[src/rtl/regfile_write_arbiter_if.sv]
// Writeback bus between the two result sources, the arbiter and the register bank.
// master = the source/bank side, slave = the arbiter.
interface regfile_write_arbiter_if #(
    parameter int DEPTH = 4
);
    localparam int CW = $clog2(DEPTH) + 1;

    logic          a_valid;
    logic [4:0]    a_reg;
    logic [31:0]   a_data;
    logic          a_ready;
    logic          b_valid;
    logic [4:0]    b_reg;
    logic [31:0]   b_data;
    logic          b_ready;
    logic [4:0]    write_register;
    logic [31:0]   write_data;
    logic          RegWrite;
    logic [31:0]   pending;
    logic [CW-1:0] b_count;

    modport master (
        output a_valid, a_reg, a_data, b_valid, b_reg, b_data,
        input  a_ready, b_ready, write_register, write_data, RegWrite, pending, b_count
    );

    modport slave (
        input  a_valid, a_reg, a_data, b_valid, b_reg, b_data,
        output a_ready, b_ready, write_register, write_data, RegWrite, pending, b_count
    );
endinterface

[src/rtl/regfile_write_arbiter.sv]
// Shares the register-bank write port: ALU (A) has priority, load/muldiv (B) is FIFO-buffered
// and forced through after MAX_WAIT denials. ARB_STATS_EN adds stall_cnt/drop_cnt.
module regfile_write_arbiter #(
    parameter int DEPTH    = 4,
    parameter int MAX_WAIT = 3
) (
    input  logic                  clk,
    input  logic                  rst,
    regfile_write_arbiter_if.slave bus
`ifdef ARB_STATS_EN
    ,
    output logic [15:0]           stall_cnt,
    output logic [15:0]           drop_cnt
`endif
);
    localparam int PW = $clog2(DEPTH);
    localparam int CW = PW + 1;

    typedef enum logic {A_PRI, B_FORCE} state_t;

    state_t        state;
    logic [3:0]    wait_cnt;
    logic [4:0]    fifo_reg [DEPTH];
    logic [31:0]   fifo_dat [DEPTH];
    logic [PW-1:0] rd_ptr;
    logic [PW-1:0] wr_ptr;
    logic [CW-1:0] count;

    logic          fifo_empty;
    logic          grant_a;
    logic          grant_b;
    logic          push;
    logic          win;
    logic [4:0]    win_reg;
    logic [31:0]   win_dat;

    assign fifo_empty  = (count == '0);
    assign bus.a_ready = (state == A_PRI);
    assign bus.b_ready = (count != CW'(DEPTH));
    assign bus.b_count = count;

    assign grant_a = (state == A_PRI) && bus.a_valid;
    assign grant_b = !fifo_empty && ((state == B_FORCE) || !bus.a_valid);
    assign push    = bus.b_valid && bus.b_ready;
    assign win     = grant_a || grant_b;
    assign win_reg = grant_a ? bus.a_reg  : fifo_reg[rd_ptr];
    assign win_dat = grant_a ? bus.a_data : fifo_dat[rd_ptr];

    // Storage carries no reset: validity is defined purely by rd_ptr/count.
    always_ff @(posedge clk) begin
        if (push) begin
            fifo_reg[wr_ptr] <= bus.b_reg;
            fifo_dat[wr_ptr] <= bus.b_data;
        end
    end

    always_ff @(posedge clk) begin
        if (rst) begin
            state              <= A_PRI;
            wait_cnt           <= '0;
            rd_ptr             <= '0;
            wr_ptr             <= '0;
            count              <= '0;
            bus.write_register <= '0;
            bus.write_data     <= '0;
            bus.RegWrite       <= 1'b0;
        end else begin
            if (push)
                wr_ptr <= wr_ptr + 1'b1;
            if (grant_b)
                rd_ptr <= rd_ptr + 1'b1;
            count <= count + CW'(push) - CW'(grant_b);

            // Register 0 is consumed but never written.
            bus.RegWrite <= win && (win_reg != 5'd0);
            if (win) begin
                bus.write_register <= win_reg;
                bus.write_data     <= win_dat;
            end

            case (state)
                A_PRI: begin
                    if (fifo_empty || grant_b) begin
                        wait_cnt <= '0;
                    end else if (grant_a) begin
                        wait_cnt <= wait_cnt + 1'b1;
                        if (wait_cnt == 4'(MAX_WAIT - 1))
                            state <= B_FORCE;
                    end
                end
                B_FORCE: begin
                    wait_cnt <= '0;
                    state    <= A_PRI;
                end
                default: state <= A_PRI;
            endcase
        end
    end

    // Registers with a write in flight, derived from current FIFO and output-stage state.
    always_comb begin
        bus.pending = '0;
        for (int k = 0; k < DEPTH; k++) begin
            if (CW'(k) < count)
                bus.pending[fifo_reg[rd_ptr + PW'(k)]] = 1'b1;
        end
        if (bus.RegWrite)
            bus.pending[bus.write_register] = 1'b1;
        bus.pending[0] = 1'b0;
    end

`ifdef ARB_STATS_EN
    always_ff @(posedge clk) begin
        if (rst) begin
            stall_cnt <= '0;
            drop_cnt  <= '0;
        end else begin
            if (bus.a_valid && !bus.a_ready && stall_cnt != 16'hFFFF)
                stall_cnt <= stall_cnt + 1'b1;
            if (win && win_reg == 5'd0 && drop_cnt != 16'hFFFF)
                drop_cnt <= drop_cnt + 1'b1;
        end
    end
`endif

endmodule

[src/flat_wrapper.sv]
// flat-port wrapper written by rule: the top's interface ports become plain ports
module regfile_write_arbiter_flat 
#(
    parameter int DEPTH    = 4,
    parameter int MAX_WAIT = 3
)
  (clk, rst, bus_a_valid, bus_a_reg, bus_a_data, bus_b_valid, bus_b_reg, bus_b_data, bus_a_ready, bus_b_ready, bus_write_register, bus_write_data, bus_RegWrite, bus_pending, bus_b_count);
  regfile_write_arbiter_if #(.DEPTH(DEPTH)) bus_i ();
  input  logic clk;
  input  logic rst;
  input wire logic [$bits(bus_i.a_valid)-1:0] bus_a_valid;
  input wire logic [$bits(bus_i.a_reg)-1:0] bus_a_reg;
  input wire logic [$bits(bus_i.a_data)-1:0] bus_a_data;
  input wire logic [$bits(bus_i.b_valid)-1:0] bus_b_valid;
  input wire logic [$bits(bus_i.b_reg)-1:0] bus_b_reg;
  input wire logic [$bits(bus_i.b_data)-1:0] bus_b_data;
  output wire logic [$bits(bus_i.a_ready)-1:0] bus_a_ready;
  output wire logic [$bits(bus_i.b_ready)-1:0] bus_b_ready;
  output wire logic [$bits(bus_i.write_register)-1:0] bus_write_register;
  output wire logic [$bits(bus_i.write_data)-1:0] bus_write_data;
  output wire logic [$bits(bus_i.RegWrite)-1:0] bus_RegWrite;
  output wire logic [$bits(bus_i.pending)-1:0] bus_pending;
  output wire logic [$bits(bus_i.b_count)-1:0] bus_b_count;
  assign bus_i.a_valid = bus_a_valid;
  assign bus_i.a_reg = bus_a_reg;
  assign bus_i.a_data = bus_a_data;
  assign bus_i.b_valid = bus_b_valid;
  assign bus_i.b_reg = bus_b_reg;
  assign bus_i.b_data = bus_b_data;
  assign bus_a_ready = bus_i.a_ready;
  assign bus_b_ready = bus_i.b_ready;
  assign bus_write_register = bus_i.write_register;
  assign bus_write_data = bus_i.write_data;
  assign bus_RegWrite = bus_i.RegWrite;
  assign bus_pending = bus_i.pending;
  assign bus_b_count = bus_i.b_count;
  regfile_write_arbiter #(.DEPTH(DEPTH), .MAX_WAIT(MAX_WAIT)) u_core (.clk(clk), .rst(rst), .bus(bus_i));
endmodule
[config.mk]
export PLATFORM = sky130hd
export DESIGN_NAME = regfile_write_arbiter_flat
export DESIGN_NICKNAME = d
export VERILOG_FILES = /design/src/rtl/regfile_write_arbiter_if.sv /design/src/rtl/regfile_write_arbiter.sv /design/src/flat_wrapper.sv
export SDC_FILE = /design/constraint.sdc
export NUM_CORES = 1
export LEC_CHECK = 0
export BUFFER_PORTS_ARGS = -buffer_cell sky130_fd_sc_hd__buf_2
export CAP_MARGIN = 15
export CELL_PAD_IN_SITES_DETAIL_PLACEMENT = 1
export CELL_PAD_IN_SITES_GLOBAL_PLACEMENT = 1
export CORE_MARGIN = 2
export CORE_UTILIZATION = 40
export DETAILED_ROUTE_END_ITERATION = 12
export PLACE_DENSITY = 0.71
export SYNTH_ARGS = -nofsm -noshare
export SYNTH_HDL_FRONTEND = slang
export SYNTH_SLANG_ARGS = --single-unit
[constraint.sdc]
create_clock -name clk -period 2.6 [get_ports clk]
set_input_delay 0.13 -clock clk [delete_from_list [all_inputs] [get_ports clk]]
set_output_delay 0.13 -clock clk [all_outputs]
set_load 0.005 [all_outputs]
# ---- Yosys cells after proc, flatten, opt, wreduce, memory -nomap -nowiden
# Memory sizes are Yosys's and may differ from the RTL's. A register that Yosys moved wholly into a read port is not among the register bits.
# Cells that the tools add are included.
dict set report classes {
  bitwise 5
  n_eq_ne 3
  reduce_logical 16
  addsub 7
  n_mux 30
  n_lt_le_gt_ge 14
}
# op count
set op_table {}
lappend op_table {{two-way mux 32 bit} 6}
lappend op_table {{bitwise OR 32 bit} 4}
lappend op_table {{less-than comparator 5 x 6 -> 1 bit (second input constant)} 5}
lappend op_table {{demux 1 bit (select 5 bit)} 5}
lappend op_table {{greater-or-equal comparator 5 x 1 -> 1 bit (second input constant)} 5}
lappend op_table {{two-way mux 1 bit} 10}
lappend op_table {{logical AND 1 bit} 9}
lappend op_table {{two-way mux 2 bit} 4}
lappend op_table {{two-way mux 4 bit} 2}
lappend op_table {{one-hot mux 4 bit (2 select lines)} 1}
lappend op_table {{less-than comparator 1 x 3 -> 1 bit (first input constant)} 2}
lappend op_table {{less-than comparator 2 x 3 -> 1 bit (first input constant)} 2}
lappend op_table {{two-way mux 5 bit} 1}
lappend op_table {{nonzero test 5 bit} 1}
lappend op_table {{adder 2 x 1 -> 2 bit (second input constant)} 2}
lappend op_table {{adder 2 bit (second input constant)} 2}
lappend op_table {{adder 4 x 1 -> 4 bit (second input constant)} 1}
lappend op_table {{== test 4 x 2 -> 1 bit (second input constant)} 1}
lappend op_table {{adder 3 x 1 -> 3 bit} 1}
lappend op_table {{logical NOT 3 bit} 1}
lappend op_table {{logical OR 1 bit} 3}
lappend op_table {{!= test 3 x 1 -> 1 bit (second input constant)} 1}
lappend op_table {{!= test 3 bit (second input constant)} 1}
lappend op_table {{subtractor 3 x 1 -> 3 bit} 1}
lappend op_table {{other kinds (3)} 4}
dict set report word_totals {
  inputBits 78
  ff_bits 50
  ram_bits 148
  n_memories 2
  word_cells 85
  output_inout_bits 75
}
# name depth width rd rd_ports_with_merged_regs write_ports line_no
set mem_list {}
lappend mem_list {u_core.fifo_dat 4 32 1 1 1 regfile_write_arbiter.sv:24} ;# logic [31:0] fifo_dat [DEPTH];
lappend mem_list {u_core.fifo_reg 4 5 4 1 1 regfile_write_arbiter.sv:23} ;# logic [4:0] fifo_reg [DEPTH];

# ---- Longest topological paths before layout
# An unclocked memory read counts as a cell.
dict set report logic_depth {
  ltp_word 14
  depth_mapped 11
  ltp_nobuf 9
}

# ---- Worst setup path after synthesis
# No wires, ideal clock.
dict set report synth_timing {
  kind {flip-flop to flip-flop}
  startpoint {register u_core.count[1], in the netlist u_core.bus.b_count[1]}
  endpoint {memory u_core.fifo_dat[1][0] (enable)}
  path_stages_with_launch 4
  path_slack_ns 0.354
  n_path_buf 0
  period_less_slack_ns 2.246
  setup_time_ns 0.398
  arrival_ns 1.848
  required_ns 2.202
  path_cell_list {dfxtp_1 > nor2_1 > a21boi_1 > and2_1}
}
dict set report synth_via {
  elab_chain_len 4
}
# element line_no
set synth_lines {}
lappend synth_lines {{start, declared} regfile_write_arbiter.sv:27} ;# logic [CW-1:0] count;
lappend synth_lines {{start signal, assigned} regfile_write_arbiter.sv:72} ;# count <= count + CW'(push) - CW'(grant_b);
lappend synth_lines {{!= test 3 bit} regfile_write_arbiter.sv:39} ;# assign bus.b_ready = (count != CW'(DEPTH));
lappend synth_lines {{logical AND 1 bit} regfile_write_arbiter.sv:44} ;# assign push = bus.b_valid && bus.b_ready;
lappend synth_lines {{via u_core.push} regfile_write_arbiter.sv:32} ;# logic push;
lappend synth_lines {{two-way mux 1 bit} regfile_write_arbiter.sv:51} ;# if (push) begin
lappend synth_lines {{two-way mux 1 bit (implied by the code)} regfile_write_arbiter.sv:53} ;# fifo_dat[wr_ptr] <= bus.b_data;
lappend synth_lines {{end, declared} regfile_write_arbiter.sv:24}
# The timed path passes the listed nets, and every way through them passes these cells.

# ---- Worst setup path in the final report
dict set report layout_timing {
  startpoint {register u_core.rd_ptr[0]}
  endpoint {output port bus_pending[28]}
}
dict set report layout_via {
  elab_chain_len 14
  word_cells_on_any_way 27
  cone_classes {3 x add/sub; 6 x order compare; 10 x mux; 4 x bitwise; 3 x reduce/logical; 1 x memory}
}
# element line_no
set layout_lines {}
lappend layout_lines {{start, declared} regfile_write_arbiter.sv:25} ;# logic [PW-1:0] rd_ptr;
lappend layout_lines {{start signal, assigned} regfile_write_arbiter.sv:71} ;# rd_ptr <= rd_ptr + 1'b1;
lappend layout_lines {{adder 2 x 1 -> 2 bit} regfile_write_arbiter.sv:105} ;# bus.pending[fifo_reg[rd_ptr + PW'(k)]] = 1'b1;
lappend layout_lines {{memory read (4 x 5 bit) *} n/a}
lappend layout_lines {{less-than comparator 5 x 6 -> 1 bit (implied by the code) or greater-or-equal comparator 5 x 1 -> 1 bit (tied branches)} regfile_write_arbiter.sv:105}
lappend layout_lines {{logical AND 1 bit (implied by the code)} regfile_write_arbiter.sv:105}
lappend layout_lines {{two-way mux 1 bit (implied by the code)} regfile_write_arbiter.sv:105}
lappend layout_lines {{demux 1 bit (select 5 bit)} n/a}
lappend layout_lines {{bitwise OR 32 bit (no line)} n/a}
lappend layout_lines {{two-way mux 32 bit} regfile_write_arbiter.sv:104} ;# if (CW'(k) < count)
lappend layout_lines {{bitwise OR 32 bit (no line)} n/a}
lappend layout_lines {{two-way mux 32 bit} regfile_write_arbiter.sv:104}
lappend layout_lines {{bitwise OR 32 bit (no line)} n/a}
lappend layout_lines {{two-way mux 32 bit *} regfile_write_arbiter.sv:104}
lappend layout_lines {{bitwise OR 32 bit (no line)} n/a}
lappend layout_lines {{two-way mux 32 bit *} regfile_write_arbiter.sv:107} ;# if (bus.RegWrite)
lappend layout_lines {{end, declared} flat_wrapper.sv:22} ;# output wire logic [$bits(bus_i.pending)-1:0] bus_pending;
# Mark *: on every way between the ends. The rest lies on a longest branch, timed or not.

==> summary.md <==
| Metric | Value |
|---|---|
| Dpl cell area | 10800 um^2 |
| CTS sink cnt | 200 |
| Post-Route Setup TNS | -0.0307 ns |
| Setup violators final | 1 |
| Finished Layout Cells | 1274 |
| Pre-CTS setup slack | 0.212 ns |
| Cells after DPL | 1154 |
| Least-Margin Pin Slew | 1.07 ns |
| Min-delay worst type | in2reg |
| Hold Worst Slack | 0.0148 ns |
| Drt pass-1 iters | 5 |
| Layout Nets | 1031 |
| CTS max path bufs | 2 |
| Syn. warnings | 0 |
| Async SR Flop Fraction | 0 |
| Crit. End Element | output port |
| Die Y | 158 um |
| Antenna violations before repair | 1 |
| Violated checks | negative setup slack |
| Clock skew | 0.0143 ns |
| Worst Path Max Fanout | 8 |
| Final worst slack | -0.0307 ns |
| RR Endpoint | u_core.bus.b_count[2]$_SDFF_PP0_ |
| Leakage power | 4.69 nW |
| Worst Path Buf+Inv | 4 |
| Die area | 25000 um^2 |
| Status | finished, violations left |
| DRT antenna net count | 0 |
| Area share of fa/ha/maj cells after synthesis | 0.0152 |
| First-pass GRT wire length | 44400 um |
| Final-report hold violation count | 0 |
| Post-synthesis simple-gate area fraction | 0.140 |
| Routed vias | 7287 |
| Area grow syn2layout | 30.7% |
| Core Box Area | 23400 um^2 |
| Vias in the first global route | 7644 |
| Critical path's top delay family | multiplexers |
| H-tree depth | 4 |
| IO Pins | 153 |
| Yosys reg bits | 200 |
| Rows | 56 |
| WP data arrival | 2.50 ns |
| Max VDD drop | 0.000564 V |
| XOR/XNOR Fraction of Synth Area | 0.00552 |
| Met1 GRT Util | 0.289 |
| Sequential-to-total area share from yosys stat | 0.576 |
| Clock Latency Late Sink | 0.43 ns |
| Num CTS Buffers | 17 |
| Mapped cell area | 9520 um^2 |
| Gr usage total | 0.239 |
| Critical path's largest stage delay | 0.65 ns |
| Overflow after GRT | 0 |
| PD cells | 931 nW/um^2 |
| Global route hottest layer | met2 |
| RSZ-0062 raised after global routing | yes |
| Final period util | 1.01 |
| Crit Path Category | reg2out |
| MaxCap Viol Count | 0 |
| PortBufs | 151 |
| Post-Syn Area per Cell | 13.7 um^2 |
| Drt drc | 0 |
| EDFF count, synth | 148 |
| Max FFs per register | 128 |
| Die Width | 158 um |
| Post-DR wirelength/cell | 23.7 um |
| Pin count of the biggest net entering global routing | 48 |
| Commonest non-fill, non-tap cell in the layout | buf_2 |
| Initial Utilization | 0.407 |
| Synth Instances | 695 |
| Fraction of layout cells with a size suffix above 1 | 0.363 |
| Met3 track demand over resource | 0.0433 |
| Vias per cell | 5.72 |
| Fin crit period | 2.63 ns |
| Power, Total | 11.6 mW |
| Util after Layout | 0.532 |
| Total wire length | 30100 um |
| Worst Path Required | 2.47 ns |
| Clk Tree Root Cell | clkbuf_16 |
| Routability cong. | 0.928 |
| Hold_sp | bus_a_data[22] |
| R2R cell count | 9 |
| Design Area, Final | 12400 um^2 |
| Iter 0 DRT Violations | 541 |
| Synthesized net count | 784 |
| Most frequent cells in the layout | 151 x buf_2, 148 x edfxtp_1, 71 x nand3_1, 64 x nor2_1, 61 x dlygate4sd3_1 |
| CTS tree | done |
| Compound-Gate Fraction of Synth Area | 0.0668 |
| Fmax achieved | 380 MHz |
| Hold Path Depth | 3 |
| Post-synth top flop | edfxtp_1 |
| Critical R2R Launch | u_core.bus.b_count[0]$_SDFF_PP0_ |
| Largest family of logic cells by synthesized area | multiplexers |
| HPWL reported at the end of detailed placement | 20000 um |
| Slew margin rel. | 0.290 |
| R2R Setup Slk | 0.42 ns |
| Clock Pin Slew Worst Setup and Hold Paths | 0.07 ns |
| Final slew viol count | 0 |
| Proportion of synthesized area in mux cells | 0.165 |
| Startpoint Class | register |
| Antenna cells | 0 |
| Met2 Use GR | 0.422 |
| Crit-path slowest cell | mux4_2 |
| Distinct cells, synth | 45 |
| Critical path cell sequence | buf_6 -> buf_12 -> mux4_2 -> nor2b_1 -> buf_4 -> a31oi_1 -> nand4_1 -> buf_2 |
| Hold path endpoint | u_core.bus.write_data[22]$_SDFFE_PP0P_ |
## layer usage
| metal | up-vias | routed length [um] |
|---|---|---|
| met4 | 0 | 1100 |
| met3 | 64 | 1660 |
| met5 | - | 0 |
| met2 | 288 | 15300 |
| li1 | 3237 | - |
| met1 | 3698 | 12000 |
## cells by family (layout without fill, tap and decap cells)
| family | count (synthesis) | in the layout |
|---|---|---|
| flops | 200 | 200 |
| simple gates | 241 | 241 |
| other cells | 1 | 1 |
| fa+ha+maj | 11 | 11 |
| buf+inv | 64 | 322 |
| mux | 90 | 92 |
| xor+xnor | 6 | 6 |
| compound gates | 82 | 82 |
## power by group
part / total, mW / internal [mW] / switching (mW)
Clock: 2.68 / 1.46 / 1.22
Combinational: 4.75 / 2.10 / 2.65
Sequential: 4.15 / 3.87 / 0.277
Total: 11.6 / 7.43 / 4.15
## how the worst max path moves through the flow
stage	startpoint	end	slack (ns)	cells after the start
finish	u_core.rd_ptr[0]$_SDFFE_PP0P_	bus_pending[28]	-0.03	8
detailed placement	u_core.rd_ptr[0]$_SDFFE_PP0P_	bus_pending[24]	0.21	6
floorplan	u_core.bus.b_count[1]$_SDFF_PP0_	u_core.fifo_dat[1][0]$_DFFE_PP_	0.35	3
global route	u_core.rd_ptr[0]$_SDFFE_PP0P_	bus_pending[28]	-0.09	8
global placement	u_core.rd_ptr[0]$_SDFFE_PP0P_	bus_pending[24]	0.28	6
CTS	u_core.rd_ptr[1]$_SDFFE_PP0P_	bus_pending[14]	0.003	7
## cell usage after synthesis, types with 4 or more instances
master | count | area (um^2)
nor3_1 | 4 | 20.0
mux2i_1 | 38 | 380
dfxtp_1 | 52 | 1040
nor4b_2 | 4 | 60.1
nor2_1 | 67 | 251
mux4_1 | 5 | 131
a22oi_1 | 19 | 143
nand2_1 | 13 | 48.8
a211oi_1 | 37 | 278
nand3_1 | 73 | 365
buf_2 | 10 | 50.1
a32oi_1 | 20 | 175
inv_1 | 9 | 33.8
clkbuf_1 | 33 | 124
nand4_1 | 20 | 125
ha_1 | 10 | 125
nor3b_1 | 6 | 45.0
xnor2_1 | 5 | 43.8
edfxtp_1 | 148 | 4440
buf_1 | 6 | 22.5
and2_1 | 17 | 106
mux4_2 | 47 | 1060
nor2b_1 | 20 | 125
## cell type report
type | count | area [um^2]
Fill cell | 2439 | 11000
Multi-Input combinational cell | 433 | 3920
Clock buffer | 17 | 425
Sequential cell | 200 | 5500
Inverter | 9 | 33.8
Clock inverter | 15 | 184
Timing Repair Buffer | 281 | 1990
Tap cell | 319 | 399
## repair_timing
| action | 4_1_cts | 5_1_grt |
|---|---|---|
| resized for setup | 14 | 35 |
| pin swaps | 2 | 21 |
| hold endpoints to repair | 172 | 0 |
| gates cloned | 0 | 3 |
| setup endpoints to repair | 31 | 27 |
| hold buffers | 61 | 0 |
| setup buffers | 5 | 19 |
## worst register-to-register path: stages (launching register included)
cell	delay, ns
dfxtp_1	0.47
nor3_2	0.10
nor2_1	0.28
ha_1	0.31
inv_1	0.06
ha_1	0.15
inv_1	0.06
fa_1	0.37
xnor2_1	0.17
nor2_1	0.06
(Power assumes the default switching activity.)
